**src/rtl/ysyx_22050078_lsu.sv**
```systemverilog
// rtl/ysyx_22050078_lsu.sv - load/store stage with a single outstanding req/gnt/rvalid memory access
//
// Ports:
//   i_clk, i_rst             clock, synchronous active-high reset
//   i_valid / o_ready        upstream handshake (o_ready high only in IDLE)
//   i_exu_res                effective address, or pass-through data for non-memory ops
//   i_wdata                  store data (rs2)
//   i_lsopt                  0=NONE 1=LB 2=LH 3=LW 4=LD 5=LBU 6=LHU 7=LWU 8=SB 9=SH 10=SW 11=SD, 12-15=NONE
//   o_valid / i_ready        write-back handshake, o_rdata is the write-back value
//   o_mem_*  / i_mem_*       data-memory port (req/gnt request phase, rvalid response phase)
//   o_misalign               only with YSYX_22050078_LSU_MISALIGN_TRAP_EN: misaligned access flagged with o_valid
//
// Optional feature macro: YSYX_22050078_LSU_MISALIGN_TRAP_EN
module ysyx_22050078_lsu #(
    parameter int CPU_WIDTH = 64,
    parameter int OPT_WIDTH = 4
) (
    input  logic                 i_clk,
    input  logic                 i_rst,
    input  logic                 i_valid,
    output logic                 o_ready,
    input  logic [CPU_WIDTH-1:0] i_exu_res,
    input  logic [CPU_WIDTH-1:0] i_wdata,
    input  logic [OPT_WIDTH-1:0] i_lsopt,
    output logic                 o_valid,
    input  logic                 i_ready,
    output logic [CPU_WIDTH-1:0] o_rdata,
    output logic                 o_mem_req,
    input  logic                 i_mem_gnt,
    output logic [CPU_WIDTH-1:0] o_mem_addr,
    output logic                 o_mem_wen,
    output logic [CPU_WIDTH-1:0] o_mem_wdata,
    output logic [7:0]           o_mem_wmask,
    input  logic                 i_mem_rvalid,
    input  logic [CPU_WIDTH-1:0] i_mem_rdata
`ifdef YSYX_22050078_LSU_MISALIGN_TRAP_EN
    ,
    output logic                 o_misalign
`endif
);

    localparam logic [OPT_WIDTH-1:0] OP_LB  = 4'd1;
    localparam logic [OPT_WIDTH-1:0] OP_LH  = 4'd2;
    localparam logic [OPT_WIDTH-1:0] OP_LW  = 4'd3;
    localparam logic [OPT_WIDTH-1:0] OP_LD  = 4'd4;
    localparam logic [OPT_WIDTH-1:0] OP_LBU = 4'd5;
    localparam logic [OPT_WIDTH-1:0] OP_LHU = 4'd6;
    localparam logic [OPT_WIDTH-1:0] OP_LWU = 4'd7;
    localparam logic [OPT_WIDTH-1:0] OP_SB  = 4'd8;
    localparam logic [OPT_WIDTH-1:0] OP_SH  = 4'd9;
    localparam logic [OPT_WIDTH-1:0] OP_SW  = 4'd10;
    localparam logic [OPT_WIDTH-1:0] OP_SD  = 4'd11;

    typedef enum logic [1:0] {IDLE, REQ, RESP, DONE} state_t;

    state_t                 state_q, state_d;
    logic [OPT_WIDTH-1:0]   opt_q;
    logic [CPU_WIDTH-1:0]   addr_q, wdata_q, rdata_q, rdata_d;
    logic                   capture;
    logic                   misalign_q, misalign_d;

    function automatic logic op_is_load(input logic [OPT_WIDTH-1:0] op);
        return (op >= OP_LB) && (op <= OP_LWU);
    endfunction

    function automatic logic op_is_store(input logic [OPT_WIDTH-1:0] op);
        return (op >= OP_SB) && (op <= OP_SD);
    endfunction

`ifdef YSYX_22050078_LSU_MISALIGN_TRAP_EN
    // Access size minus one; ANDed with the low address bits it flags misalignment.
    function automatic logic [2:0] op_size_m1(input logic [OPT_WIDTH-1:0] op);
        case (op)
            OP_LH, OP_LHU, OP_SH: return 3'd1;
            OP_LW, OP_LWU, OP_SW: return 3'd3;
            OP_LD, OP_SD:         return 3'd7;
            default:              return 3'd0;
        endcase
    endfunction

    logic in_misaligned;
    assign in_misaligned = (i_exu_res[2:0] & op_size_m1(i_lsopt)) != 3'd0;
    assign o_misalign    = misalign_q;
`endif

    logic [2:0]           lane;
    logic [5:0]           shamt;
    logic [CPU_WIDTH-1:0] rd_shifted;
    logic [CPU_WIDTH-1:0] load_ext;
    logic [7:0]           store_mask;
    logic                 is_store_q;

    assign lane       = addr_q[2:0];
    assign shamt      = {lane, 3'b000};
    assign is_store_q = op_is_store(opt_q);
    // Right shift brings the addressed lane to bit 0; bytes beyond the doubleword read as 0.
    assign rd_shifted = i_mem_rdata >> shamt;

    always_comb begin
        load_ext = rd_shifted;
        case (opt_q)
            OP_LB:   load_ext = {{56{rd_shifted[7]}},  rd_shifted[7:0]};
            OP_LH:   load_ext = {{48{rd_shifted[15]}}, rd_shifted[15:0]};
            OP_LW:   load_ext = {{32{rd_shifted[31]}}, rd_shifted[31:0]};
            OP_LBU:  load_ext = {56'd0, rd_shifted[7:0]};
            OP_LHU:  load_ext = {48'd0, rd_shifted[15:0]};
            OP_LWU:  load_ext = {32'd0, rd_shifted[31:0]};
            default: load_ext = rd_shifted;
        endcase
    end

    // 8-bit shift drops enables that would fall past the doubleword.
    always_comb begin
        store_mask = 8'h00;
        case (opt_q)
            OP_SB:   store_mask = 8'h01 << lane;
            OP_SH:   store_mask = 8'h03 << lane;
            OP_SW:   store_mask = 8'h0F << lane;
            OP_SD:   store_mask = 8'hFF;
            default: store_mask = 8'h00;
        endcase
    end

    always_comb begin
        state_d    = state_q;
        rdata_d    = rdata_q;
        misalign_d = misalign_q;
        capture    = 1'b0;
        case (state_q)
            IDLE: begin
                if (i_valid) begin
                    capture = 1'b1;
                    if (!op_is_load(i_lsopt) && !op_is_store(i_lsopt)) begin
                        rdata_d = i_exu_res;
                        state_d = DONE;
                    end
`ifdef YSYX_22050078_LSU_MISALIGN_TRAP_EN
                    else if (in_misaligned) begin
                        rdata_d    = i_exu_res;
                        misalign_d = 1'b1;
                        state_d    = DONE;
                    end
`endif
                    else begin
                        state_d = REQ;
                    end
                end
            end
            REQ: begin
                if (i_mem_gnt) begin
                    if (is_store_q) begin
                        rdata_d = '0;
                        state_d = DONE;
                    end else begin
                        state_d = RESP;
                    end
                end
            end
            RESP: begin
                if (i_mem_rvalid) begin
                    rdata_d = load_ext;
                    state_d = DONE;
                end
            end
            DONE: begin
                if (i_ready) begin
                    misalign_d = 1'b0;
                    state_d    = IDLE;
                end
            end
            default: state_d = IDLE;
        endcase
    end

    always_ff @(posedge i_clk) begin
        if (i_rst) begin
            state_q    <= IDLE;
            opt_q      <= '0;
            addr_q     <= '0;
            wdata_q    <= '0;
            rdata_q    <= '0;
            misalign_q <= 1'b0;
        end else begin
            state_q    <= state_d;
            rdata_q    <= rdata_d;
            misalign_q <= misalign_d;
            if (capture) begin
                opt_q   <= i_lsopt;
                addr_q  <= i_exu_res;
                wdata_q <= i_wdata;
            end
        end
    end

    assign o_ready     = (state_q == IDLE);
    assign o_valid     = (state_q == DONE);
    assign o_rdata     = rdata_q;
    assign o_mem_req   = (state_q == REQ);
    assign o_mem_addr  = {addr_q[CPU_WIDTH-1:3], 3'b000};
    assign o_mem_wen   = o_mem_req && is_store_q;
    assign o_mem_wmask = o_mem_wen ? store_mask : 8'h00;
    assign o_mem_wdata = o_mem_wen ? (wdata_q << shamt) : '0;

endmodule

```
**config.mk**
```make
export PLATFORM = sky130hd
export DESIGN_NAME = ysyx_22050078_lsu
export DESIGN_NICKNAME = d
export VERILOG_FILES = /design/src/rtl/ysyx_22050078_lsu.sv
export SDC_FILE = /design/constraint.sdc
export NUM_CORES = 1
export LEC_CHECK = 0
export ABC_AREA = 0
export CORE_MARGIN = 2
export CORE_UTILIZATION = 43
export DETAILED_ROUTE_END_ITERATION = 10
export HOLD_SLACK_MARGIN = 0.12
export PLACE_DENSITY = 0.85
export SLEW_MARGIN = 20
export SYNTH_ARGS = -nofsm -noshare
export SYNTH_HDL_FRONTEND = slang
export SYNTH_SLANG_ARGS = --single-unit
```
**constraint.sdc**
```tcl
create_clock -name i_clk -period 2.18 [get_ports i_clk]
set_input_delay 0.327 -clock i_clk [delete_from_list [all_inputs] [get_ports i_clk]]
set_output_delay 0.327 -clock i_clk [all_outputs]
set_load 0.01 [all_outputs]
```
== Word-level counts from Yosys, hierarchy flattened ==
Cells that the tools add are included.
Cells by class
  shift operators: 5
  reductions and logical operators: 11
  equal/unequal tests: 19
  magnitude comparators: 6
  muxes and demuxes: 19
Operators with widths (count)
  $mux 64: 6
  $pmux 64 s6: 1
  $pmux 64 s3: 1
  $shl 64x6->64: 1
  $shr 64x6->64: 1
  $pmux 8 s4: 1
  $eq 4x4->1 const B: 4
  $eq 4x3->1 const B: 3
  $mux 2: 5
  $eq 4x2->1 const B: 2
  $ge 4x4->1 const B: 2
  $le 4x4->1 const B: 2
  $mux 8: 1
  $ne 2x1->1 const B: 4
  $pmux 2 s4: 1
  $shl 1x3->8 const A: 1
  $shl 2x3->8 const A: 1
  $shl 4x3->8 const A: 1
  $reduce_and 6->1: 1
  $logic_and 1x1->1: 5
  $eq 2x2->1 const B: 2
  $eq 4x1->1 const B: 1
  $ge 4x1->1 const B: 1
  $le 4x3->1 const B: 1
  other kinds (7): 11
Storage, ports and cells
  bits of input ports: 202
  bits in registers: 198

== Depth between registers and ports, before layout ==
  word-level depth: 7
  depth in mapped cells: 10
  gate-level depth less buffers: 7

== Worst setup path before layout ==
OpenSTA, ideal clock, no wires.
  kind: register to output
  start: register addr_q[0]
  end: output o_mem_wdata[44]
  arrival time: 2.005 ns
  stages on the path, launching flop included: 10
  setup slack: -0.152 ns
  buffers on the path: 6
  cell sequence: dfxtp_1 buf_2 buf_2 buf_4 buf_4 buf_2 clkbuf_1 a21oi_1 o22a_1 nor2_1
On the way
  word-level cells in the longest chain between the ends: 2
RTL lines
  start: declaration: RTL line 58  | logic [CPU_WIDTH-1:0] addr_q, wdata_q, rdata_q, rdata_d;
  start signal: assignment: RTL line 189  | addr_q <= i_exu_res;
  $shl 64x6->64: RTL line 202  | assign o_mem_wdata = o_mem_wen ? (wdata_q << shamt) : '0;
  $mux 64: RTL line 202
  end: declaration: RTL line 32  | output logic [CPU_WIDTH-1:0] o_mem_wdata,
Every way passes these cells.

== Worst setup path in the final report ==
  start: register addr_q[0]
  end: register rdata_q[32], in the netlist o_rdata[32]
On the way
  word-level cells in the longest chain between the ends: 4
RTL lines
  $shr 64x6->64: RTL line 97  | assign rd_shifted = i_mem_rdata >> shamt;
  $pmux 64 s6: RTL line 101  | case (opt_q)
  $mux 64: RTL line 160  | if (i_mem_rvalid) begin
  $pmux 64 s3: RTL line 129  | case (state_q)
  end signal: assignment: RTL line 185  | rdata_q <= rdata_d;
  end: declaration: RTL line 58
Every way passes these cells. The select of a mux whose other input is x is not followed.
A chain may end at the register's enable or synchronous reset.

==> summary.txt <==
Global route
  – First-pass GRT wire length: 86900 µm
  – Initial antenna violation count: 9
  – Largest net degree at the start of global routing: 76
  – Vias in the first global route: 15100
  – GRT Overall Usage: 36.3%
  – Total gr overflow: 0

Clock tree
  – CTS tree: done
  – H-Tree Depth: 4
  – Clock tree buffer depth: 2
  – Clk_lat worst skew: about 0.46 ns
  – CTS buffer count: 17
  – Clk sinks: 198
  – Hold bufs inserted after CTS: 0
  – Clk Tree Root Cell: clkbuf_16
  – Clock-pin slew on the worst setup and hold paths: about 0.08 ns

Timing
  – # setup viols final: 112
  – Post-layout min period: 2.48 ns
  – Crit share post-route: 114%
  – Worst relative slew slack: a little under two fifths
  – Hold Violations, Final: 0
  – Skew final: 0.0108 ns
  – Worst Max-Slew Pin Slew: 0.924 ns
  – Count of final max-slew check failures: 0
  – Max Clock Freq: 403 MHz
  – Worst Setup Slack, final: -0.299 ns
  – Setup_tns: -15.89 ns
  – Hold Slack: around 0.14 ns
  – RSZ-0062 raised after global routing: true

Setup path
  – CP Capture Type: register
  – Critical Path AT: 2.81 ns
  – Worst path bufs/invs: 4
  – WS Path Type: reg2reg
  – Critical path depth: 9
  – Crit Path Max Fanout: 8
  – Startpoint Class: register
  – CP required: 2.51 ns
  – CP delay by family, top: compound AO/OA/AOI/OAI gates
  – Max incr delay on CP: 0.44 ns
  – R2r worst-path depth: 9
  – CP max-delay cell: o41a_1
  – Most frequent CP cell: buf_4
  – Crit path cell chain: buf_4 > or2_4 > buf_4 > o41a_1 > o31ai_4 > buf_6 > bufbuf_16 > nor4_2 > a311oi_1

Synth
  – Post-Syn Instances: 1656
  – Register bit total from synthesis: 198
  – Ys async rst share: 0%
  – Synthesized area: 12800 µm²
  – Ys flop type: dfxtp_1
  – Top cell type's share of synthesized area: between 30% and 40%
  – Post-synthesis sequential area ratio: a little under a third
  – Average size of a mapped cell: roughly 7.7 µm²
  – Post-synth EDFFs: 0
  – Netlist cell types: 63
  – Largest cells by area after synthesis: dfxtp_1, nand2_1, mux2i_1, a21oi_1, mux4_2
  – Area leader, netlist: dfxtp_1
  – Most frequent cell after synthesis: nand2_1
  – Post-synth top cells: nand2_1, dfxtp_1, a21oi_1, mux2i_1, nor2_1
  – Yosys warns: 0

Floorplan
  – # IOs: 406
  – Die ar.: between 30000 and 40000 µm²
  – Chip width: 177 µm
  – Placeable Area: a little under 30000 µm²
  – Die height: 177 µm
  – Starting density of the core: 43.4%
  – Num rows: 63

Drt
  – Final WL: about 63000 µm
  – Routed Antenna Nets: 0
  – Drt first-iter violations: 1924
  – Via count: 16100
  – WL/cell: approximately 25 µm
  – # DRC: 0
  – Drt first pass iters: 6
  – Vias per inst: approximately 6.3

Min path
  – Worst hold stages: 2
  – Type of the tightest min-delay check: in2reg

Finish
  – Final Core Density: 71.9%
  – Final #Nets: between 2000 and 2500
  – Layout cells sized above 1: a little under a third
  – Syn-to-layout area delta: 65.6%
  – Fill cells: 2096

Power
  – Maximum vdd drop: 0.721 mV
  – Cell Pwr Density: 1070 nW/µm²
  – Lkg Pwr: 7.95 nW

Status
  – Violations in the final reports: negative setup slack
  – Status: finished, violations left

Place
  – Gpl congestion: 0.952
  – I/O Buffers: 402
  – Post-DP HPWL: about 42000 µm

Flow run
  – MaxCap Viol Count: 0
worst reg2reg max path, cell delays in order (launching register included):
cell and delay, ns:
dfxtp_4 0.40, buf_4 0.19, or2_4 0.28, buf_4 0.16, o41a_1 0.44, o31ai_4 0.07
buf_6 0.17, bufbuf_16 0.28, nor4_2 0.05, a311oi_1 0.31
flip-flops by register name, summed over array words and instances, names as in the netlist:
| signal | count |
|---|---|
| o_rdata | 64 |
| state_q | 2 |
| wdata_q | 64 |
| opt_q | 4 |
| addr_q | 64 |
stage by stage:
step,cells,cell area (µm²),setup WS [ns],total power [W]
after floorplan,1658,12800,-0.0110,0.0117
after global placement,2424,18000,-0.450,0.0164
after detailed placement,2424,18000,-0.532,0.0166
after CTS,2503,19600,-0.226,0.0206
after global routing,2557,21200,-0.371,0.0235
final,2558,21200,-0.299,0.0226
per-layer routing:
metal  track usage [%]  vias up  part of all wire, %
li1                  -     6896                    -
met1              41.8     7650                   35
met2              61.6     1251                   47
met3              8.18      327                   10
met4              21.4        6                  7.4
met5                 0        -                0.065
cells in the final DEF (no fill, tap or decap), types with 8 or more instances in the layout:
cell type and instances:
a211oi_1 25, a211oi_2 22, a21oi_1 150, a21oi_2 22, a221o_1 8, a311oi_1 22
a311oi_2 9, and2_1 9, buf_12 34, buf_2 35, buf_4 180, buf_6 68
buf_8 11, clkbuf_16 23, clkdlybuf4s50_1 327, dfxtp_1 189, mux2_2 13, mux2i_1 87
mux2i_2 18, mux2i_4 23, mux4_2 27, nand2_1 340, nand3_1 9, nand4_1 31
nor2_1 95, nor2_2 16, nor2_4 13, nor2b_1 31, nor3_1 36, nor4_4 11
o211ai_1 31, o21ai_2 8, o221ai_1 23, o22a_1 8
worst paths after layout:
check,start,to,slack [ns]
setup / recovery,addr_q[0],o_rdata[32],-0.30
hold / removal,i_rst,addr_q[31],0.14
setup reg to reg,addr_q[0],o_rdata[32],-0.30
hold reg to reg,addr_q[15],addr_q[15],0.46
what timing repair did:
item,CTS,global route
buffers inserted,40,50
pin swaps,38,89
endpoints found under the setup margin,127,137
gates cloned,7,7
gates resized for setup,415,294
area by class of cell:
type	instances	area [µm²]	area share [%]
antenna	7	17.5	0.0826
multi-input combinational	1232	9160	43.2
clock inverter	13	135	0.637
clock buffer	19	453	2.14
tap	390	488	2.30
timing repair buffer	687	6920	32.6
sequential	198	3980	18.8
inverter	12	53.8	0.254
logic make-up after synthesis:
group	share of synthesized area, %
compound gates	20.7
xor+xnor	0.0684
fa+ha+maj	0.489
buf+inv	9.11
flops	31.0
mux	16.3
other cells	0.0293
simple gates	22.3
power breakdown:
part	total (W)	switching (W)	internal (W)
clock	0.00330	0.00163	0.00168
combinational	0.0140	0.00764	0.00636
sequential	0.00534	0.000809	0.00453
Power figures use the tool's default switching activity.
